==> config.mk <==
export PLATFORM = sky130hd
export DESIGN_NAME = serial_word_loader
export DESIGN_NICKNAME = d
export VERILOG_FILES = /design/src/rtl/serial_loader_pkg.sv /design/src/rtl/serial_word_shifter.sv /design/src/rtl/serial_word_loader.sv
export SDC_FILE = /design/constraint.sdc
export NUM_CORES = 1
export LEC_CHECK = 0
export BUFFER_PORTS_ARGS = -buffer_cell sky130_fd_sc_hd__buf_2
export CORE_AREA = 2 2 70 78
export DETAILED_ROUTE_END_ITERATION = 7
export DIE_AREA = 0 0 72 80
export PLACE_DENSITY_LB_ADDON = 0.05
export SLEW_MARGIN = 20
export SYNTH_ARGS = -nofsm -noshare
export SYNTH_HDL_FRONTEND = slang
export SYNTH_SLANG_ARGS = --single-unit
==> constraint.sdc <==
create_clock -name Clock -period 4.5 [get_ports Clock]
set_input_delay 0.45 -clock Clock [delete_from_list [all_inputs] [get_ports Clock]]
set_output_delay 0.45 -clock Clock [all_outputs]
set_load 0.03 [all_outputs]
==> src/rtl/serial_loader_pkg.sv <==
// Shared types and limits for the serial word loader.
// Optional parity stage is enabled by defining SERIAL_LOADER_PARITY_EN.
package serial_loader_pkg;

  localparam int STATE_W   = 2;
  localparam int MIN_WIDTH = 2;
  localparam int MAX_WIDTH = 64;

  typedef enum logic [STATE_W-1:0] {
    ST_IDLE   = 2'd0,
    ST_SHIFT  = 2'd1,
    ST_PARITY = 2'd2,
    ST_EMIT   = 2'd3
  } state_t;

endpackage

==> src/rtl/serial_word_shifter.sv <==
// MSB-first shift register with bit counter; o_word already includes a pending shift
// so the top can capture a completed word on the same edge as the last bit.
module serial_word_shifter
  import serial_loader_pkg::*;
#(
  parameter int width  = 32,
  parameter int cwidth = $clog2(width + 1)
) (
  input  logic             Clock,
  input  logic             Reset,
  input  logic             i_shift_en,
  input  logic             i_clear,
  input  logic             i_bit,
  output logic [width-1:0] o_word,
  output logic             o_last
);

  logic [width-1:0]  r_word;
  logic [cwidth-1:0] r_count;

  always_ff @(posedge Clock or negedge Reset) begin
    if (!Reset) begin
      r_word  <= '0;
      r_count <= '0;
    end else begin
      if (i_shift_en) r_word <= {r_word[width-2:0], i_bit};
      if (i_clear) r_count <= '0;
      else if (i_shift_en) r_count <= r_count + 1'b1;
    end
  end

  assign o_word = i_shift_en ? {r_word[width-2:0], i_bit} : r_word;
  assign o_last = i_shift_en && (r_count == cwidth'(width - 1));

endmodule

==> src/rtl/serial_word_loader.sv <==
// Serial-to-parallel word assembler feeding a width-bit register stage.
// Define SERIAL_LOADER_PARITY_EN to add a trailing even-parity bit per word.
module serial_word_loader
  import serial_loader_pkg::*;
#(
  parameter int width  = 32,
  parameter int cwidth = $clog2(width + 1)
) (
  input  logic             Clock,
  input  logic             Reset,
  input  logic             Clear,
  input  logic             InBit,
  input  logic             InValid,
  output logic             InReady,
  output logic [width-1:0] Out,
  output logic             OutValid,
  output logic             Busy,
  output logic             Error
);

  if (width < MIN_WIDTH || width > MAX_WIDTH) begin : g_bad_width
    $error("serial_word_loader: width out of range");
  end

  state_t           r_state, w_next;
  logic             w_xfer, w_shift_en, w_last, w_emit_ok;
  logic [width-1:0] w_word;
  logic [width-1:0] r_out;
  logic             r_out_valid, r_busy;
`ifdef SERIAL_LOADER_PARITY_EN
  logic             r_par, r_error, w_emit_err;
`endif

  // InReady depends only on state, Clear and reset, never on InValid.
  assign InReady    = Reset && !Clear && (r_state != ST_EMIT);
  assign w_xfer     = InValid && InReady;
  assign w_shift_en = w_xfer && ((r_state == ST_IDLE) || (r_state == ST_SHIFT));

  serial_word_shifter #(.width(width), .cwidth(cwidth)) u_shifter (
    .Clock      (Clock),
    .Reset      (Reset),
    .i_shift_en (w_shift_en),
    .i_clear    (Clear || (r_state == ST_EMIT)),
    .i_bit      (InBit),
    .o_word     (w_word),
    .o_last     (w_last)
  );

  always_ff @(posedge Clock or negedge Reset) begin
    if (!Reset) r_state <= ST_IDLE;
    else        r_state <= w_next;
  end

  always_comb begin
    w_next    = r_state;
    w_emit_ok = 1'b0;
`ifdef SERIAL_LOADER_PARITY_EN
    w_emit_err = 1'b0;
`endif
    case (r_state)
      ST_IDLE:  if (w_xfer) w_next = ST_SHIFT;
      ST_SHIFT: if (w_last) begin
`ifdef SERIAL_LOADER_PARITY_EN
        w_next = ST_PARITY;
`else
        w_next    = ST_EMIT;
        w_emit_ok = 1'b1;
`endif
      end
`ifdef SERIAL_LOADER_PARITY_EN
      ST_PARITY: if (w_xfer) begin
        w_next     = ST_EMIT;
        w_emit_ok  = ~(r_par ^ InBit);
        w_emit_err = r_par ^ InBit;
      end
`else
      ST_PARITY: w_next = ST_IDLE;
`endif
      ST_EMIT:  w_next = ST_IDLE;
      default:  w_next = ST_IDLE;
    endcase
    if (Clear) w_next = ST_IDLE;
  end

  // Strobes are registered on the deciding edge so they appear during EMIT.
  always_ff @(posedge Clock or negedge Reset) begin
    if (!Reset) begin
      r_out       <= '0;
      r_out_valid <= 1'b0;
      r_busy      <= 1'b0;
    end else begin
      r_out_valid <= w_emit_ok;
      r_busy      <= (w_next != ST_IDLE);
      if (w_emit_ok) r_out <= w_word;
    end
  end

`ifdef SERIAL_LOADER_PARITY_EN
  always_ff @(posedge Clock or negedge Reset) begin
    if (!Reset) begin
      r_par   <= 1'b0;
      r_error <= 1'b0;
    end else begin
      r_error <= w_emit_err;
      if (w_shift_en) r_par <= (r_state == ST_IDLE) ? InBit : (r_par ^ InBit);
    end
  end
  assign Error = r_error;
`else
  assign Error = 1'b0;
`endif

  assign Out      = r_out;
  assign OutValid = r_out_valid;
  assign Busy     = r_busy;

endmodule

After elaboration in Yosys (flattened, before gate mapping) --
Index checks and enable logic that the tools add are counted.
Cells by class: add/sub/neg operators 1, $mul 0, div/mod/pow operators 0, $lt $le $gt $ge 0, eq/ne operators 5, shift-type cells 0, muxes and demuxes 9, bitwise logic cells 0, reductions and logical operators 12
Operator list (number):
- $mux W32 | 1
- $mux W6 | 2
- $add A6 B1 Y6 const B | 1
- $eq A6 B5 Y1 const B | 1
- $mux W2 | 3
- $pmux W2 S3 | 1
- $logic_and A1 B1 Y1 | 5
- $eq A2 B2 Y1 const B | 2
- $reduce_bool A2 Y1 | 2
- $eq A2 B1 Y1 const B | 1
- $logic_not A2 Y1 | 1
- $logic_or A1 B1 Y1 | 2
- $mux W1 | 2
- $ne A2 B2 Y1 const B | 1
- $reduce_or A2 Y1 | 1
- $logic_not A1 Y1 | 1
Word-level totals: bits in registers 74, bits in latches 0, bits in writable memories 0, memory bits (read-only) 0, output and inout bits 36, logic and storage cells 33, memories 0

Longest topological paths before layout --
word-level depth 10, depth in mapped cells 5

Hierarchy --
From an unflattened synthesis, not the netlist that was laid out.
Unflattened totals: cell total of the unflattened synthesis 178, area total of the unflattened synthesis 2960.3 um^2
Modules (own cells, without submodules):
- serial_word_loader | instances 1, cells each 85, area an instance 1486.4 um^2, seq. area each 900.9 um^2
- serial_word_shifter | instances 1, cells each 93, area an instance 1473.9 um^2, seq. area each 950.9 um^2

Worst setup path after synthesis --
Ideal clock, no wire load.
kind input to register, start in Clear, end reg r_out[10], in the netlist Out[10], arrival time 1.737 ns, data required time 4.375 ns, slack 2.638 ns, stages on the path 5, path buffers 2, cell sequence nand4bb_1 -> buf_2 -> nor4_4 -> buf_6 -> mux2_4
Between the ends: longest elaborated chain between the ends 8
RTL lines:
- start: declaration | line serial_word_loader.sv:11 | input logic Clear,
- $logic_not A1 Y1 * | line serial_word_loader.sv:35 | assign InReady = Reset && !Clear && (r_state != ST_EMIT);
- $logic_and A1 B1 Y1 * (2 in a row) | line serial_word_loader.sv:35
- $logic_and A1 B1 Y1 * | line serial_word_loader.sv:36 | assign w_xfer = InValid && InReady;
- $logic_and A1 B1 Y1 * | line serial_word_loader.sv:37 | assign w_shift_en = w_xfer && ((r_state == ST_IDLE) || (r_state == ST_SHIFT));
- $logic_and A1 B1 Y1 | line serial_word_shifter.sv:33 | assign o_last = i_shift_en && (r_count == cwidth'(width - 1));
- $mux W1 | line serial_word_loader.sv:62 | ST_SHIFT: if (w_last) begin
- $mux W1 | line serial_word_loader.sv:60 | case (r_state)
- end signal: assignment | line serial_word_loader.sv:94 | if (w_emit_ok) r_out <= w_word;
- end: declaration | line serial_word_loader.sv:28 | logic [width-1:0] r_out;
Every way passes the cells marked *; elsewhere a longest branch is shown, timed or not. A chain may end at the register's enable or synchronous reset.

Worst setup path in the final report --
start in Reset, end reg r_out[12], in the netlist Out[12]
Between the ends: longest elaborated chain between the ends 7
RTL lines:
- start: declaration | line serial_word_loader.sv:10 | input logic Reset,
- $logic_and A1 B1 Y1 * (2 in a row) | line serial_word_loader.sv:35
- $logic_and A1 B1 Y1 * | line serial_word_loader.sv:36
- $logic_and A1 B1 Y1 * | line serial_word_loader.sv:37
- $logic_and A1 B1 Y1 | line serial_word_shifter.sv:33
- $mux W1 | line serial_word_loader.sv:62
- $mux W1 | line serial_word_loader.sv:60
Marks and branches as above.

==> run_results.csv <==
group,metric,value,unit
placement,gp_congestion,0.795,
die,coreArea,4970,um2
logic_synthesis,ys_ff_latch,74,
power,ir_drop,0.206,mV
placement,port_buffers,39,
grt,grt_pass1_wl,7660,um
die,num_io_pins,41,
logic_synthesis,syn_area,2900,um2
route,dr.pass1.iters,6,
grt,antenna_found_initial,0,
worst_setup_path,worstPathArrival,3.03,ns
sta,fin_setup_tns,0,ns
sta,max_freq,0.354,GHz
job,max_cap_violations,0,
logic_synthesis,synthTopCellsByArea,"dfrtp_1, mux2_2, mux2_4",
logic_synthesis,synthDistinctLibCells,27,
worst_setup_path,cp.required,4.71,ns
route,vias,1582,
sta,drv_slew,0,
die,die_w,72,um
logic_synthesis,synth_top_area_share,63.8,%
worst_setup_path,setup.worst_path.class,"in2reg",
clocking,cts_tree,"done",
worst_hold_path,hold_path.class,"in2reg",
final_layout,areaGrowthSynthToFinish,12.9,%
die,rows,27,
final_layout,n_fill_cell,353,
sta,period_share,62.7,%
logic_synthesis,syn_inst,183,
route,wirelength,4580,um
grt,grt_usage,17.7,%
sta,period_needed,2.82,ns
grt,grt_max_degree,65,
grt,grt_overflow,0,
die,start_util,58.4,%
power,p_leak,1.75,nW
logic_synthesis,yosys.area.top_type,"dfrtp_1",
final_layout,finalNetCount,232,
sta,hold_viol,0,
die,die_h,80,um
power,power_density,370,nW/um2
sta,rsz0062_at_grt,"no",
final_layout,drive_gt1_share,52.0,%
route,wl_per_cell,16.1,um
logic_synthesis,postSynthAreaPerCell,15.8,um2
worst_setup_path,crit_path_max_fanout,33,
sta,finClkSkew,0.00547,ns
logic_synthesis,syn-num-nets,189,
final_layout,instances_no_fill,285,
power,power.total,1.21,mW
clocking,clk_path_buf_depth,2,
placement,dp.cells,272,
run_status,status,"finished, final reports clean",
sta,tightest_slew,0.826,ns
clocking,insertion_delay,0.33,ns
clocking,post_cts.repair.setup_buffers,0,
clocking,cts_made_buffers,9,
die,die-area,5760,um2
logic_synthesis,yosys_warnings,0,
clocking,clock_sinks,74,
route,drt-vias-per-instance,5.55,
logic_synthesis,yosysSeqAreaShare,63.8,%
route,route.antenna.remaining_nets,0,
grt,grt_pass1_vias,1736,
clocking,root_buffer,"clkbuf_8",
clocking,clkSlewWorstSetupHoldPaths,0.07,ns
sta,slew_headroom,44.9,%
final_layout,n_antenna_cell,0,
sta,finalSetupViolCount,0,
worst_setup_path,start_kind,"input pin",
placement,dp_hpwl,3090,um
route,drtIter0Drc,81,
clocking,h-tree-depth,3,
route,drc,0,
worst_setup_path,end_kind,"flip-flop",
[metal layers]
layer | track usage, % | up-vias | wire [um]
li1 | - | 726 | -
met2 | 29.8 | 32 | 2260
met5 | 0 | - | 0
met1 | 20.2 | 818 | 2030
met4 | 7.92 | 0 | 62
met3 | 6.44 | 6 | 215
[worst max-delay path: stages]
cell           delay [ns]
dlygate4sd3_1        0.53
buf_4                0.20
nand4bb_1            0.52
nor4_4               0.43
buf_4                0.47
mux2_2               0.40
[cell type report]
| type | count | area [um2] | area share [%] |
|---|---|---|---|
| Tap cell | 58 | 72.6 | 2.22 |
| Inverter | 1 | 3.75 | 0.115 |
| Multi-Input combinational cell | 98 | 976 | 29.8 |
| Clock inverter | 1 | 5.00 | 0.153 |
| Clock buffer | 11 | 141 | 4.32 |
| Timing Repair Buffer | 42 | 223 | 6.80 |
| Sequential cell | 74 | 1850 | 56.6 |
[state kept, by name, indices dropped and copies added (netlist names)]
| register | cells |
|---|---|
| Busy | 1 |
| Out | 32 |
| OutValid | 1 |
| r_state | 2 |
| u_shifter.r_count | 6 |
| u_shifter.r_word | 32 |
[worst paths after layout]
| kind | start | slack, ns | endpoint | cells past startpoint |
|---|---|---|---|---|
| max in group asynchronous | Reset | 3.02 | u_shifter.r_word[25]$_DFF_PN0_ | 3 |
| worst max-delay path | Reset | 1.68 | Out[12]$_DFFE_PN0P_ | 6 |
| worst min-delay path | InBit | 0.39 | u_shifter.r_word[0]$_DFF_PN0_ | 2 |
| worst max register to register | r_state[1]$_DFF_PN0_ | 2.04 | Out[12]$_DFFE_PN0P_ | 4 |
| min in group asynchronous | Reset | 0.50 | u_shifter.r_count[4]$_DFFE_PN0P_ | 2 |
| worst min register to register | u_shifter.r_count[4]$_DFFE_PN0P_ | 0.48 | u_shifter.r_count[4]$_DFFE_PN0P_ | 1 |
[cell usage after synthesis]
cell / number
a21o_1: 1
nor4_4: 1
a21oi_1: 4
or3_1: 2
ha_1: 1
nand3_1: 3
nor2_1: 1
buf_2: 4
nand4_1: 1
or3b_1: 1
mux2_2: 54
and2_1: 1
and4bb_2: 1
or4_1: 1
nand2_1: 8
buf_6: 3
mux2_4: 10
clkbuf_1: 2
inv_1: 1
mux2i_1: 1
nor4_1: 1
o31ai_1: 1
buf_4: 1
dfrtp_1: 74
o21ai_0: 3
conb_1: 1
nand4bb_1: 1
[cells in the final DEF, fill, tap and decap left out, drive strengths merged, types with 2 or more instances in the layout]
master,Yosys,layout
buf,8,41
nand3,3,3
mux2,64,64
clkbuf,2,11
a21oi,4,4
o21ai,3,3
or3,2,2
nand2,8,8
dfrtp,74,74
nor4,2,2
[metrics by stage]
| stage | utilization (%) | worst slack, ns | hold slack (ns) | instance area, um2 |
|---|---|---|---|---|
| 6_report | 65.9 | 1.68 | 0.391 | 3270 |
| 3_5_place_dp | 62.8 | 1.88 | 0.296 | 3120 |
| 2_1_floorplan | - | 2.64 | 0.154 | 2900 |
| 5_1_grt | 65.9 | 1.55 | 0.390 | 3270 |
| 4_1_cts | 65.9 | 1.67 | 0.388 | 3270 |
| 3_3_place_gp | 62.8 | 2.01 | 0.291 | 3120 |
[power breakdown]
part           switching (mW)  total [mW]  internal, mW
logic                  0.0439      0.0817        0.0378
clock network           0.204       0.406         0.202
registers              0.0193       0.722         0.703
[kinds of logic (layout without fill, tap and decap cells)]
| kind of cell | Yosys count | in the layout | share of synthesized area [%] |
|---|---|---|---|
| fa+ha+maj | 1 | 1 | 0.431 |
| buf+inv | 11 | 55 | 2.50 |
| flops | 74 | 74 | 63.8 |
| compound gates | 9 | 9 | 1.73 |
| simple gates | 22 | 22 | 4.88 |
| other cells | 1 | 1 | 0.129 |
| mux | 65 | 65 | 26.5 |
[repair_timing]
action                                  CTS  global route
hold endpoints to repair                 10             0
hold buffers                              1             0
resized for setup                         0             0
endpoints found under the setup margin    0             0
Note: power is estimated with default switching activity, not from simulation.
